===== src/rtl/scan_rr_arbiter_pkg.sv =====
// scan_rr_pkg: state encoding, chain geometry helpers and one-hot decode for the scan round-robin arbiter
package scan_rr_pkg;
    localparam logic [0:0] ST_IDLE  = 1'b0;
    localparam logic [0:0] ST_GRANT = 1'b1;
    function automatic int ptr_w(input int n_ch);
        return (n_ch > 1) ? $clog2(n_ch) : 1;
    endfunction
    function automatic int chain_len(input int n_ch, input int hold_w);
        return 1 + ptr_w(n_ch) + hold_w + n_ch;
    endfunction
    function automatic int onehot_idx(input logic [31:0] v);
        int r;
        r = 0;
        for (int i = 0; i < 32; i++)
            if (v[i]) r = i;
        return r;
    endfunction
endpackage


===== src/rtl/scan_rr_arbiter_if.sv =====
// scan_rr_arbiter_if: arbiter bus (req, lock in; gnt, busy out) with master/slave views
interface scan_rr_arbiter_if #(parameter int N_CH = 4);
    logic [N_CH-1:0] req;
    logic            lock;
    logic [N_CH-1:0] gnt;
    logic            busy;
    modport master (output req, lock, input gnt, busy);
    modport slave  (input req, lock, output gnt, busy);
endinterface


===== src/rtl/scan_rr_arbiter_rr_pick.sv =====
// rr_pick: circular priority search from start (out-of-range start treated as 0); index/found out
module rr_pick #(
    parameter int N_CH  = 4,
    parameter int PTR_W = 2
) (
    input  logic [N_CH-1:0]  req,
    input  logic [PTR_W-1:0] start,
    output logic [PTR_W-1:0] index,
    output logic             found
);
    logic [PTR_W-1:0] s;
    always_comb begin
        s = (int'(start) < N_CH) ? start : '0;
        index = '0;
        found = 1'b0;
        for (int k = N_CH - 1; k >= 0; k--) begin
            if (req[(int'(s) + k) % N_CH]) begin
                index = PTR_W'((int'(s) + k) % N_CH);
                found = 1'b1;
            end
        end
    end
endmodule


===== src/rtl/scan_rr_arbiter.sv =====
// scan_rr_arbiter: round-robin arbiter with hold-limit preemption and full scan (CK, RST, SE, SI, SO; req/lock/gnt/busy via bus)
module scan_rr_arbiter
    import scan_rr_pkg::*;
#(
    parameter int N_CH     = 4,
    parameter int HOLD_W   = 3,
    parameter int MAX_HOLD = 5
) (
    input  logic              CK,
    input  logic              RST,
    input  logic              SE,
    input  logic              SI,
    output logic              SO,
    scan_rr_arbiter_if.slave  bus
);
    localparam int PTR_W = ptr_w(N_CH);
    localparam int L     = chain_len(N_CH, HOLD_W);
    localparam logic [N_CH-1:0]   ONE   = N_CH'(1);
    localparam logic [HOLD_W-1:0] C_MAX = HOLD_W'(MAX_HOLD - 1);
    logic [L-1:0]      chain;
    logic [0:0]        st, st_n;
    logic [PTR_W-1:0]  ptr, ptr_n, g, g_inc, idle_idx, pre_idx;
    logic [HOLD_W-1:0] cnt, cnt_n;
    logic [N_CH-1:0]   gnt, gnt_n;
    logic              idle_found, pre_found;
    // chain bit 0 is st, the top bit is gnt[N_CH-1] which drives SO
    assign st  = chain[0];
    assign ptr = chain[PTR_W:1];
    assign cnt = chain[PTR_W+HOLD_W:PTR_W+1];
    assign gnt = chain[L-1:L-N_CH];
    assign SO  = chain[L-1];
    assign bus.gnt  = gnt;
    assign bus.busy = |gnt;
    assign g     = PTR_W'(onehot_idx(32'(gnt)));
    assign g_inc = (int'(g) == N_CH - 1) ? '0 : g + 1'b1;
    rr_pick #(.N_CH(N_CH), .PTR_W(PTR_W)) u_pick_idle (.req(bus.req), .start(ptr), .index(idle_idx), .found(idle_found));
    rr_pick #(.N_CH(N_CH), .PTR_W(PTR_W)) u_pick_pre (.req(bus.req), .start(g_inc), .index(pre_idx), .found(pre_found));
    always_comb begin
        st_n  = st;
        ptr_n = ptr;
        cnt_n = cnt;
        gnt_n = gnt;
        if (st == ST_IDLE) begin
            gnt_n = idle_found ? ONE << idle_idx : '0;
            st_n  = idle_found ? ST_GRANT : ST_IDLE;
            cnt_n = idle_found ? '0 : cnt;
        end else if (!$onehot(gnt)) begin
            gnt_n = '0;
            st_n  = ST_IDLE;
        end else if (!bus.req[g]) begin
            gnt_n = '0;
            ptr_n = g_inc;
            st_n  = ST_IDLE;
        end else if (!bus.lock && cnt == C_MAX && pre_found && |(bus.req & ~gnt)) begin
            gnt_n = ONE << pre_idx;
            ptr_n = g_inc;
            cnt_n = '0;
        end else begin
            // a scan-loaded count above the limit is clamped so preemption still happens
            cnt_n = (cnt >= C_MAX) ? C_MAX : cnt + 1'b1;
        end
    end
    always_ff @(posedge CK or posedge RST) begin
        if (RST) chain <= '0;
        else     chain <= SE ? {chain[L-2:0], SI} : {gnt_n, cnt_n, ptr_n, st_n};
    end
endmodule


===== src/flat_wrapper.sv =====
// flat-port wrapper written by rule: the top's interface ports become plain ports
module scan_rr_arbiter_flat import scan_rr_pkg::*;
#(
    parameter int N_CH     = 4,
    parameter int HOLD_W   = 3,
    parameter int MAX_HOLD = 5
)
  (CK, RST, SE, SI, SO, bus_req, bus_lock, bus_gnt, bus_busy);
  scan_rr_arbiter_if #(.N_CH(N_CH)) bus_i ();
  input  logic CK;
  input  logic RST;
  input  logic SE;
  input  logic SI;
  output logic SO;
  input wire logic [$bits(bus_i.req)-1:0] bus_req;
  input wire logic [$bits(bus_i.lock)-1:0] bus_lock;
  output wire logic [$bits(bus_i.gnt)-1:0] bus_gnt;
  output wire logic [$bits(bus_i.busy)-1:0] bus_busy;
  assign bus_i.req = bus_req;
  assign bus_i.lock = bus_lock;
  assign bus_gnt = bus_i.gnt;
  assign bus_busy = bus_i.busy;
  scan_rr_arbiter #(.N_CH(N_CH), .HOLD_W(HOLD_W), .MAX_HOLD(MAX_HOLD)) u_core (.CK(CK), .RST(RST), .SE(SE), .SI(SI), .SO(SO), .bus(bus_i));
endmodule

===== config.mk =====
export PLATFORM = sky130hd
export DESIGN_NAME = scan_rr_arbiter_flat
export DESIGN_NICKNAME = d
export VERILOG_FILES = /design/src/rtl/scan_rr_arbiter_pkg.sv /design/src/rtl/scan_rr_arbiter_if.sv /design/src/rtl/scan_rr_arbiter_rr_pick.sv /design/src/rtl/scan_rr_arbiter.sv /design/src/flat_wrapper.sv
export SDC_FILE = /design/constraint.sdc
export NUM_CORES = 1
export LEC_CHECK = 0
export BUFFER_PORTS_ARGS = -buffer_cell sky130_fd_sc_hd__buf_2
export CORE_MARGIN = 3
export CORE_UTILIZATION = 52
export DETAILED_ROUTE_END_ITERATION = 7
export PLACE_DENSITY = 0.81
export SLEW_MARGIN = 20
export SYNTH_ARGS = -nofsm -noshare
export SYNTH_HDL_FRONTEND = slang
export SYNTH_SLANG_ARGS = --single-unit

===== constraint.sdc =====
create_clock -name CK -period 2.69 [get_ports CK]
set_input_delay 0.4035 -clock CK [delete_from_list [all_inputs] [get_ports CK]]
set_output_delay 0.4035 -clock CK [all_outputs]
set_load 0.005 [all_outputs]

==> results.py, run 1 <==
metrics = {
    "clocking": {
        "cts_sinks": 10,
        "cts_buffers": 3,
        "clockBufferDepth": 2,
        "cts_tree": "built",
        "cts_hold_buf": 0,
        "htreeDepth": 1,
        "insertion_delay_ns": 0.28,
        "clkSlewWorstSetupHoldPaths_ns": 0.07,
        "clock-root-buffer": "clkbuf_4",
    },
    "flow_run": {
        "cap_violations": 0,
    },
    "die": {
        "io_pins": 15,
        "die_y_um": 53.7,
        "die_w_um": 53.7,
        "start_util_pct": 57.3,
        "core_area_um2": 2060,
        "die_area_um2": 2880,
        "rows": 16,
    },
    "timing": {
        "min_period_ns": 2.72,
        "slew_viol_final": 0,
        "worst_slack_ns": -0.0286,
        "period_share_pct": 101,
        "rsz0062_at_grt": "yes",
        "hold_viol": 0,
        "skew_ns": 0.0114,
        "tightest_slew_ns": 0.635,
        "setup_viol": 2,
        "clock.fmax_ghz": 0.368,
        "holdWs_ns": 0.0859,
        "maxSlewHeadroom_pct": 57.4,
    },
    "logic_synthesis": {
        "synth-edff-count": 0,
        "syn_nets": 166,
        "synth_area_um2": 1180,
        "syn_inst": 148,
        "ys_ff_latch": 10,
        "syn_avg_cell_area_um2": 7.99,
        "ys_warn_count": 0,
        "ys_async_sr_fraction_pct": 100,
        "yosysSeqAreaShare_pct": 21.2,
        "ys.flop_type": "dfrtp_1",
        "synth_cell_types": 47,
    },
    "setup_path": {
        "cp_max_fo": 4,
        "cp_top_family": "adder cells",
        "worstPathRequired_ns": 2.86,
        "crit_chain": "inv_2 > ha_4 > ha_4 > fa_1 > nor3_2 > o211ai_1 > or4_1 > a222oi_1",
        "cpMaxStageDelayCell": "or4_1",
        "cpMostUsedCell": "ha_4",
        "worst_setup_path_start_kind": "flop",
        "path_class": "flop to flop",
        "path_buf_inv": 1,
        "worst-endpoint-arrival_ns": 2.89,
        "end_kind": "flop",
        "cp_slowest_stage_delay_ns": 0.56,
    },
    "layout": {
        "nNetsFinal": 185,
        "largest_reg_flops": 10,
        "reg.largest.list": "u_core.chain (10)",
        "finalNonFillerCells": 193,
        "post-route-util_pct": 67.0,
        "diodes": 0,
        "drive_gt1_share_pct": 27.7,
        "regMostFlops": "u_core.chain",
        "syn_to_final_growth_pct": 16.8,
        "mostFrequentLayoutCells": "nand2_1, buf_2, buf_4",
    },
    "drt": {
        "drc_errors": 0,
        "dr.pass1.iters": 5,
        "vias": 1233,
        "drtIter0Drc": 91,
        "antenna_left": 0,
        "routed_wl_um": 3050,
        "routedWlPerCell_um": 15.8,
        "vias_per_cell": 6.39,
    },
    "placed_design": {
        "gp_congestion": 0.937,
        "place_ws_ns": 0.0171,
        "dp_hpwl_um": 2220,
        "io_buffers": 14,
        "dp.cells": 187,
    },
    "grt": {
        "grt_pass1_wl_um": 4800,
        "antenna_found_initial": 0,
        "track_usage_pct": 23.0,
        "grt_start_max_net_pins": 20,
        "grt-ovfl-total": 0,
        "grt_pass1_vias": 1064,
    },
    "power_and_ir_drop": {
        "peakVddDrop_uv": 689,
        "pwr_density_cell_nw_per_um2": 1240,
        "leakage_nw": 0.596,
    },
    "worst_hold_path": {
        "hold_class": "input pin to asynchronous set/reset pin",
    },
    "status": {
        "status": "finished, violations left",
        "violations": "negative setup slack",
    },
}
cell type report:
type | instances | area, um2
clock buffers | 4 | 26.3
inverters | 10 | 37.5
well taps | 27 | 33.8
flip-flops and latches | 10 | 251
fillers | 165 | 681
multi-input cells | 116 | 872
repair buffers | 26 | 160
routing by layer:
| layer | vias up | share of wire, % | track usage, % |
|---|---|---|---|
| met5 | - | 0 | 0 |
| met4 | 0 | 1.4 | 8.51 |
| met3 | 4 | 7.7 | 4.16 |
| met2 | 72 | 48 | 38.1 |
| met1 | 564 | 43 | 29.5 |
| li1 | 593 | - | - |
synth_stat cells (2+ instances only):
cell type | instances | share of area (%)
nor3_1 | 5 | 2.1
nand2_1 | 14 | 4.4
mux2i_1 | 2 | 1.7
nor4b_1 | 2 | 1.5
buf_4 | 8 | 5.1
o21ai_0 | 8 | 3.4
or2b_1 | 2 | 1.3
or4_1 | 3 | 1.9
o211ai_1 | 6 | 3.8
a222oi_1 | 4 | 3.4
nand2b_1 | 7 | 3.7
nor2_1 | 10 | 3.2
ha_1 | 8 | 8.5
dfrtp_1 | 10 | 21
a21boi_1 | 2 | 1.3
a221o_1 | 3 | 2.5
o21a_1 | 2 | 1.3
a211oi_1 | 2 | 1.3
a22oi_1 | 3 | 1.9
a21oi_1 | 10 | 4.2
buf_2 | 2 | 0.85
inv_1 | 10 | 3.2
path summary, 6_finish.rpt:
| check | startpoint | to | slack [ns] | depth (start not counted) |
|---|---|---|---|---|
| setup / recovery | u_core.chain[7]$_DFFE_PP0P_ | u_core.chain[7]$_DFFE_PP0P_ | -0.03 | 8 |
| hold / removal | RST | u_core.chain[8]$_DFFE_PP0P_ | 0.09 | 2 |
| setup reg to reg | u_core.chain[7]$_DFFE_PP0P_ | u_core.chain[7]$_DFFE_PP0P_ | -0.03 | 8 |
| hold reg to reg | u_core.chain[4]$_DFFE_PP0P_ | u_core.chain[5]$_DFFE_PP0P_ | 0.57 | 2 |
| max in group asynchronous | RST | u_core.chain[9]$_DFFE_PP0P_ | 2.31 | 2 |
| min in group CK | SI | u_core.chain[0]$_DFF_PP0_ | 0.37 | 3 |
cell families (layout without fill, tap and decap cells):
kind of cell	after synthesis	after routing	share of synthesized area (%)
adders and majority gates	9	9	10.2
and+or+nand+nor	49	49	21.7
xor gates and xnor gates	1	1	0.741
muxes	3	3	2.65
AOI/OAI and AO/OA	54	54	33.2
buffers and inverters	22	40	10.4
DFF	10	10	21.2
per-stage QoR:
stage | setup TNS, ns | instance area [um2] | total power [mW]
2_1_floorplan | 0 | 1190 | 1.12
3_3_place_gp | 0 | 1280 | 1.38
3_5_place_dp | 0 | 1280 | 1.42
4_1_cts | 0 | 1320 | 1.56
5_1_grt | -0.204 | 1380 | 1.86
6_report | -0.0517 | 1380 | 1.71
report_power, final:
part           leakage [nW]  internal (mW)  total [mW]  switching (mW)
logic                 0.460          0.598        1.30           0.698
clock network        0.0150         0.0574       0.110          0.0530
registers             0.121          0.224       0.301          0.0774
worst register-to-register path, delay by kind of cell, from the launching register on:
kind / cells / cell delay, ns
fa+ha+maj: 3 / 0.84
simple gates: 2 / 0.82
compound gates: 2 / 0.46
flops: 1 / 0.40
buf+inv: 1 / 0.09
what timing repair did:
action / 4_1_cts / 5_1_grt
pin swaps: 1 / 8
setup buffers: 1 / 1
setup endpoints to repair: 1 / 6
resized for setup: 0 / 12
No activity file was read; power rests on OpenSTA's default activity.
==> run 2: changes to the inputs <==
==> constraint.sdc (replaced) <==
create_clock -name CK -period 2.69 [get_ports CK]
set_input_delay 0.4035 -clock CK [delete_from_list [all_inputs] [get_ports CK]]
set_output_delay 0.4035 -clock CK [all_outputs]
set_load 0.01 [all_outputs]
==> run 2 against run 1 <==
Clock power increased by 21%; critical path type unchanged; via count decreased by 4.2%; critical endpoint unchanged; power grew 3.5%; non-clock buffer count is 1 lower; the run now ends clean; fmax grew 3.9%; utilization is 0.12 points higher; clock-buffer cell count stayed put; final cell count decreased by 0.52%; combinational power grew 3%.
==> results.py, run 2 (synthesis results as in run 1) <==
metrics = {
    "power_and_ir_drop": {
        "swShare_pct": 47.9,
        "p_int_mw": 0.921,
        "peakVddDrop_uv": 722,
        "power_frac_seq_pct": 16.8,
        "pwr_density_cell_nw_per_um2": 1280,
        "leakage_nw": 0.595,
        "clock_power_share_pct": 7.5,
        "p_switching_mw": 0.848,
        "comb_power_share_pct": 75.7,
        "finalPower_mw": 1.77,
    },
    "timing": {
        "setup_viol": 0,
        "tightest_slew_ns": 0.548,
        "slew_viol_final": 0,
        "clock.fmax_ghz": 0.382,
        "hold_viol": 0,
        "rsz0062_at_grt": "yes",
        "finalSetupTns_ns": 0,
        "worst_slack_ns": 0.0730,
        "skew_ns": 0.00536,
        "maxSlewHeadroom_pct": 63.3,
        "min_period_ns": 2.62,
        "period_share_pct": 97.3,
    },
    "layout": {
        "post-route-util_pct": 67.1,
        "regMostFlops": "u_core.chain",
        "nNetsFinal": 184,
        "drive_gt1_share_pct": 26.1,
        "multi_input_area_um2": 872,
        "diodes": 0,
        "ff_latch_area_um2": 251,
        "largest_reg_flops": 10,
        "reg.largest.list": "u_core.chain (10)",
        "mostFrequentLayoutCells": "nand2_1, buf_2, buf_4",
        "syn_to_final_growth_pct": 17.0,
        "n_fill_cell": 167,
    },
    "grt": {
        "antenna_found_initial": 0,
        "grt-ovfl-total": 0,
        "grt_start_max_net_pins": 20,
        "track_usage_pct": 21.8,
        "grt_pass1_vias": 1020,
        "grt_pass1_wl_um": 4550,
    },
    "setup_path": {
        "cp_max_fo": 4,
        "worst-endpoint-arrival_ns": 2.77,
        "path_class": "flop to flop",
        "end_kind": "flop",
        "worstPathRequired_ns": 2.84,
        "worst_setup_path_start_kind": "flop",
    },
    "clocking": {
        "insertion_delay_ns": 0.26,
        "cts_tree": "built",
        "clock-root-buffer": "clkbuf_4",
        "clkSlewWorstSetupHoldPaths_ns": 0.07,
        "clockBufferDepth": 2,
        "cts_sinks": 10,
        "cts_buffers": 3,
        "htreeDepth": 1,
    },
    "drt": {
        "drc_errors": 0,
        "routedWlPerCell_um": 15.1,
        "vias_per_cell": 6.15,
        "antenna_left": 0,
        "drtIter0Drc": 54,
        "dr.pass1.iters": 4,
        "vias": 1181,
        "routed_wl_um": 2910,
    },
    "placed_design": {
        "io_buffers": 14,
        "dp_hpwl_um": 2150,
        "place_ws_ns": -0.0211,
        "gp_congestion": 0.940,
    },
    "die": {
        "die_area_um2": 2880,
        "die_y_um": 53.7,
        "start_util_pct": 57.3,
        "die_w_um": 53.7,
        "rows": 16,
        "core_area_um2": 2060,
        "io_pins": 15,
    },
    "worst_hold_path": {
        "hold_class": "input pin to asynchronous set/reset pin",
    },
    "status": {
        "status": "finished clean",
    },
    "flow_run": {
        "cap_violations": 0,
    },
}
## run 2: repair_timing
item                       in CTS  in global routing
gates resized for setup         1                  9
setup endpoints to repair       4                  5
buffers inserted                0                  2
hold buffers                    0                  0
pin swaps                       1                  6
## run 2: final timing paths
path / start / endpoint / slack [ns] / cells past startpoint
worst min-delay path: RST / u_core.chain[8]$_DFFE_PP0P_ / 0.1 / 2
worst min register to register: u_core.chain[4]$_DFFE_PP0P_ / u_core.chain[4]$_DFFE_PP0P_ / 0.58 / 1
worst max register to register: u_core.chain[9]$_DFFE_PP0P_ / u_core.chain[7]$_DFFE_PP0P_ / 0.07 / 8
max in group asynchronous: RST / u_core.chain[9]$_DFFE_PP0P_ / 2.30 / 2
min in group CK: SI / u_core.chain[0]$_DFF_PP0_ / 0.38 / 3
worst max-delay path: u_core.chain[9]$_DFFE_PP0P_ / u_core.chain[7]$_DFFE_PP0P_ / 0.07 / 8
## run 2: metal layers
| layer | track usage [%] | wire length [um] | vias up |
|---|---|---|---|
| li1 | - | - | 586 |
| met2 | 36.9 | 1460 | 49 |
| met1 | 27.1 | 1260 | 542 |
| met4 | 6.81 | 24 | 0 |
| met5 | 0 | 0 | - |
| met3 | 5.26 | 162 | 4 |
## run 2: through the flow
stage	instances	hold WS (ns)	area, um2
4_1_cts	190	0.0985	1320
2_1_floorplan	148	0.244	1190
3_5_place_dp	186	0.393	1270
5_1_grt	192	0.0999	1380
6_report	192	0.0994	1380
3_3_place_gp	186	0.384	1270
## run 2: cell type report
| cell class | instances | share of cell area (%) |
|---|---|---|
| Sequential cell | 10 | 18.2 |
| Tap cell | 27 | 2.44 |
| Clock buffer | 4 | 2.62 |
| Inverter | 10 | 2.71 |
| Multi-Input combinational cell | 116 | 63.0 |
| Timing Repair Buffer | 25 | 11.0 |
## run 2: critical path: stages, from the launching register on
cell	delay, ns
dfrtp_2	0.41
inv_2	0.08
ha_4	0.21
ha_4	0.15
fa_2	0.47
nor3_4	0.21
o211ai_1	0.17
or4_1	0.53
a222oi_1	0.27
## run 2: power groups by stage
stage | logic, mW | clock network [mW] | registers (mW)
finish | 1.34 | 0.133 | 0.297
global route | 1.48 | 0.147 | 0.306
CTS | 1.14 | 0.140 | 0.293
detailed placement | 1.13 | 0 | 0.297
global placement | 1.09 | 0 | 0.292
floorplan | 0.843 | 0 | 0.295
==> run 3: changes to the inputs <==
--- a/config.mk
+++ b/config.mk
@@ -10,6 +10,7 @@
 export CORE_UTILIZATION = 52
 export DETAILED_ROUTE_END_ITERATION = 7
 export PLACE_DENSITY = 0.81
+export SETUP_SLACK_MARGIN = 0.5
 export SLEW_MARGIN = 20
 export SYNTH_ARGS = -nofsm -noshare
 export SYNTH_HDL_FRONTEND = slang
==> run 3 against run 2 <==
Clock-buffer cell count unchanged; first-iteration DRC count is 31% higher; via count is 13% higher; critical path depth is the same; hold slack got worse by 0.00095 ns; worst setup slack worse by 0.0056 ns; clock power is 17% lower; non-clock buffer count grew 8; die area unchanged; fmax fell by 0.21%; final cell count up 4.2%; critical endpoint unchanged.
==> results.py, run 3 (synthesis results as in run 1) <==
metrics = {
    "placed_design": {
        "io_buffers": 14,
        "dp_hpwl_um": 2260,
        "gp_congestion": 0.882,
        "placed_area_um2": 1290,
    },
    "timing": {
        "period_share_pct": 97.5,
        "min_period_ns": 2.62,
        "rsz0062_at_grt": "yes",
        "holdWs_ns": 0.0985,
        "skew_ns": 0.0178,
        "hold_viol": 0,
        "slew_viol_final": 0,
        "maxSlewHeadroom_pct": 50.8,
        "finalSetupTns_ns": 0,
        "clock.fmax_ghz": 0.381,
        "tightest_slew_ns": 0.734,
        "setup_viol": 0,
    },
    "setup_path": {
        "cp_slowest_stage_delay_ns": 0.54,
        "end_kind": "flop",
        "cpMostUsedCell": "ha_4",
        "worstPathRequired_ns": 2.84,
        "worst_setup_path_start_kind": "flop",
        "worst-endpoint-arrival_ns": 2.77,
        "path_class": "flop to flop",
        "cp_max_fo": 3,
        "reg2reg_from": "u_core.chain[8]$_DFFE_PP0P_",
        "crit_chain": "inv_4 > ha_4 > ha_4 > fa_1 > nor3_2 > o211ai_1 > or4_1 > a222oi_1",
        "cpMaxStageDelayCell": "or4_1",
        "crit_start": "u_core.chain[8]$_DFFE_PP0P_",
    },
    "die": {
        "die_area_um2": 2880,
        "rows": 16,
        "die_w_um": 53.7,
        "die_y_um": 53.7,
        "core_area_um2": 2060,
        "start_util_pct": 57.3,
        "io_pins": 15,
    },
    "layout": {
        "mostFrequentLayoutCells": "buf_4, buf_2, nand2_1",
        "final_common_cell": "buf_4",
        "post-route-util_pct": 74.2,
        "drive_gt1_share_pct": 37.6,
        "n_fill_cell": 133,
        "syn_to_final_growth_pct": 29.3,
        "largest_reg_flops": 10,
        "reg.largest.list": "u_core.chain (10)",
        "final_cell_area_um2": 1530,
        "diodes": 0,
        "nNetsFinal": 192,
        "regMostFlops": "u_core.chain",
    },
    "clocking": {
        "clkSlewWorstSetupHoldPaths_ns": 0.08,
        "cts_buffers": 3,
        "cts_tree": "built",
        "cts_sinks": 10,
        "clock-root-buffer": "clkbuf_4",
        "cts_hold_buf": 0,
        "insertion_delay_ns": 0.27,
        "htreeDepth": 1,
        "clockBufferDepth": 2,
    },
    "grt": {
        "antenna_found_initial": 0,
        "grt-ovfl-total": 0,
        "grt_pass1_wl_um": 5020,
        "grt_pass1_vias": 1111,
        "track_usage_pct": 23.7,
        "grt_start_max_net_pins": 20,
    },
    "drt": {
        "routed_wl_um": 3550,
        "dr.pass1.iters": 6,
        "antenna_left": 0,
        "vias_per_cell": 6.65,
        "vias": 1329,
        "drc_errors": 0,
        "drtIter0Drc": 71,
        "routedWlPerCell_um": 17.8,
    },
    "flow_run": {
        "cap_violations": 0,
    },
    "power_and_ir_drop": {
        "p_switching_mw": 0.987,
        "pwr_density_cell_nw_per_um2": 1340,
        "clock_power_share_pct": 5.4,
        "swShare_pct": 48.1,
        "peakVddDrop_uv": 757,
        "power_frac_seq_pct": 15.0,
        "p_int_mw": 1.07,
        "comb_power_share_pct": 79.7,
        "leakage_nw": 0.641,
    },
    "status": {
        "status": "finished clean",
    },
    "worst_hold_path": {
        "hold_class": "input pin to asynchronous set/reset pin",
    },
}
[run 3: cell count changes in the layout (fill, tap and decap cells not counted), moves of 2 or more]
| cell | previous run | this run |
|---|---|---|
| nand2_1 | 14 | 12 |
| buf_4 | 11 | 17 |
| a21oi_1 | 10 | 8 |
| nor3_2 | 0 | 4 |
| ha_1 | 5 | 3 |
| nor3_1 | 3 | 0 |
| inv_4 | 0 | 2 |
| nand2_2 | 0 | 2 |
| buf_6 | 0 | 2 |
| nor2_1 | 10 | 8 |
[run 3: worst max-delay path: cells and delay by family (launching register included)]
| kind | cells | cell delay (ns) |
|---|---|---|
| adders and majority gates | 3 | 0.82 |
| and+or+nand+nor | 2 | 0.70 |
| AOI/OAI and AO/OA | 2 | 0.48 |
| DFF | 1 | 0.43 |
| buffers and inverters | 1 | 0.07 |
[run 3: metrics by stage]
step | total power [mW] | instances | setup WS [ns]
finish | 2.05 | 200 | 0.0674
global route | 2.18 | 200 | -0.0533
detailed placement | 1.49 | 183 | 0.0301
floorplan | 1.22 | 148 | 0.192
global placement | 1.45 | 183 | 0.111
CTS | 1.76 | 194 | 0.132
[run 3: routing by layer]
layer	global-route usage, %	vias up	part of all wire [%]
met3	5.26	10	9.0
met4	5.11	0	1.9
li1	-	606	-
met1	29.3	626	38
met5	0	-	0
met2	41.5	87	51
[run 3: path summary, 6_finish.rpt]
path	slack, ns	end	cells past startpoint
max in group asynchronous	2.30	u_core.chain[8]$_DFFE_PP0P_	2
min in group CK	0.39	u_core.chain[0]$_DFF_PP0_	3
worst min-delay path	0.1	u_core.chain[7]$_DFFE_PP0P_	2
worst min register to register	0.58	u_core.chain[4]$_DFFE_PP0P_	1
worst max-delay path	0.07	u_core.chain[7]$_DFFE_PP0P_	8
worst max register to register	0.07	u_core.chain[7]$_DFFE_PP0P_	8
[run 3: power groups by stage]
stage / combinational, mW / sequential [mW] / clock (mW)
finish: 1.64 / 0.308 / 0.110
global route: 1.74 / 0.317 / 0.117
CTS: 1.35 / 0.305 / 0.109
detailed placement: 1.18 / 0.308 / 0
global placement: 1.14 / 0.302 / 0
floorplan: 0.918 / 0.302 / 0
[run 3: layout make-up]
| type | count | area, um2 | share of cell area, % |
|---|---|---|---|
| multi-input cells | 116 | 953 | 62.4 |
| inverters | 10 | 42.5 | 2.78 |
| clock buffers | 4 | 26.3 | 1.72 |
| repair buffers | 33 | 220 | 14.4 |
| well taps | 27 | 33.8 | 2.21 |
| flip-flops and latches | 10 | 253 | 16.5 |
[run 3: repair_timing]
item / in CTS / in global routing
gates resized for setup: 13 / 12
pin swaps: 7 / 9
buffers inserted: 7 / 6
setup endpoints to repair: 8 / 10
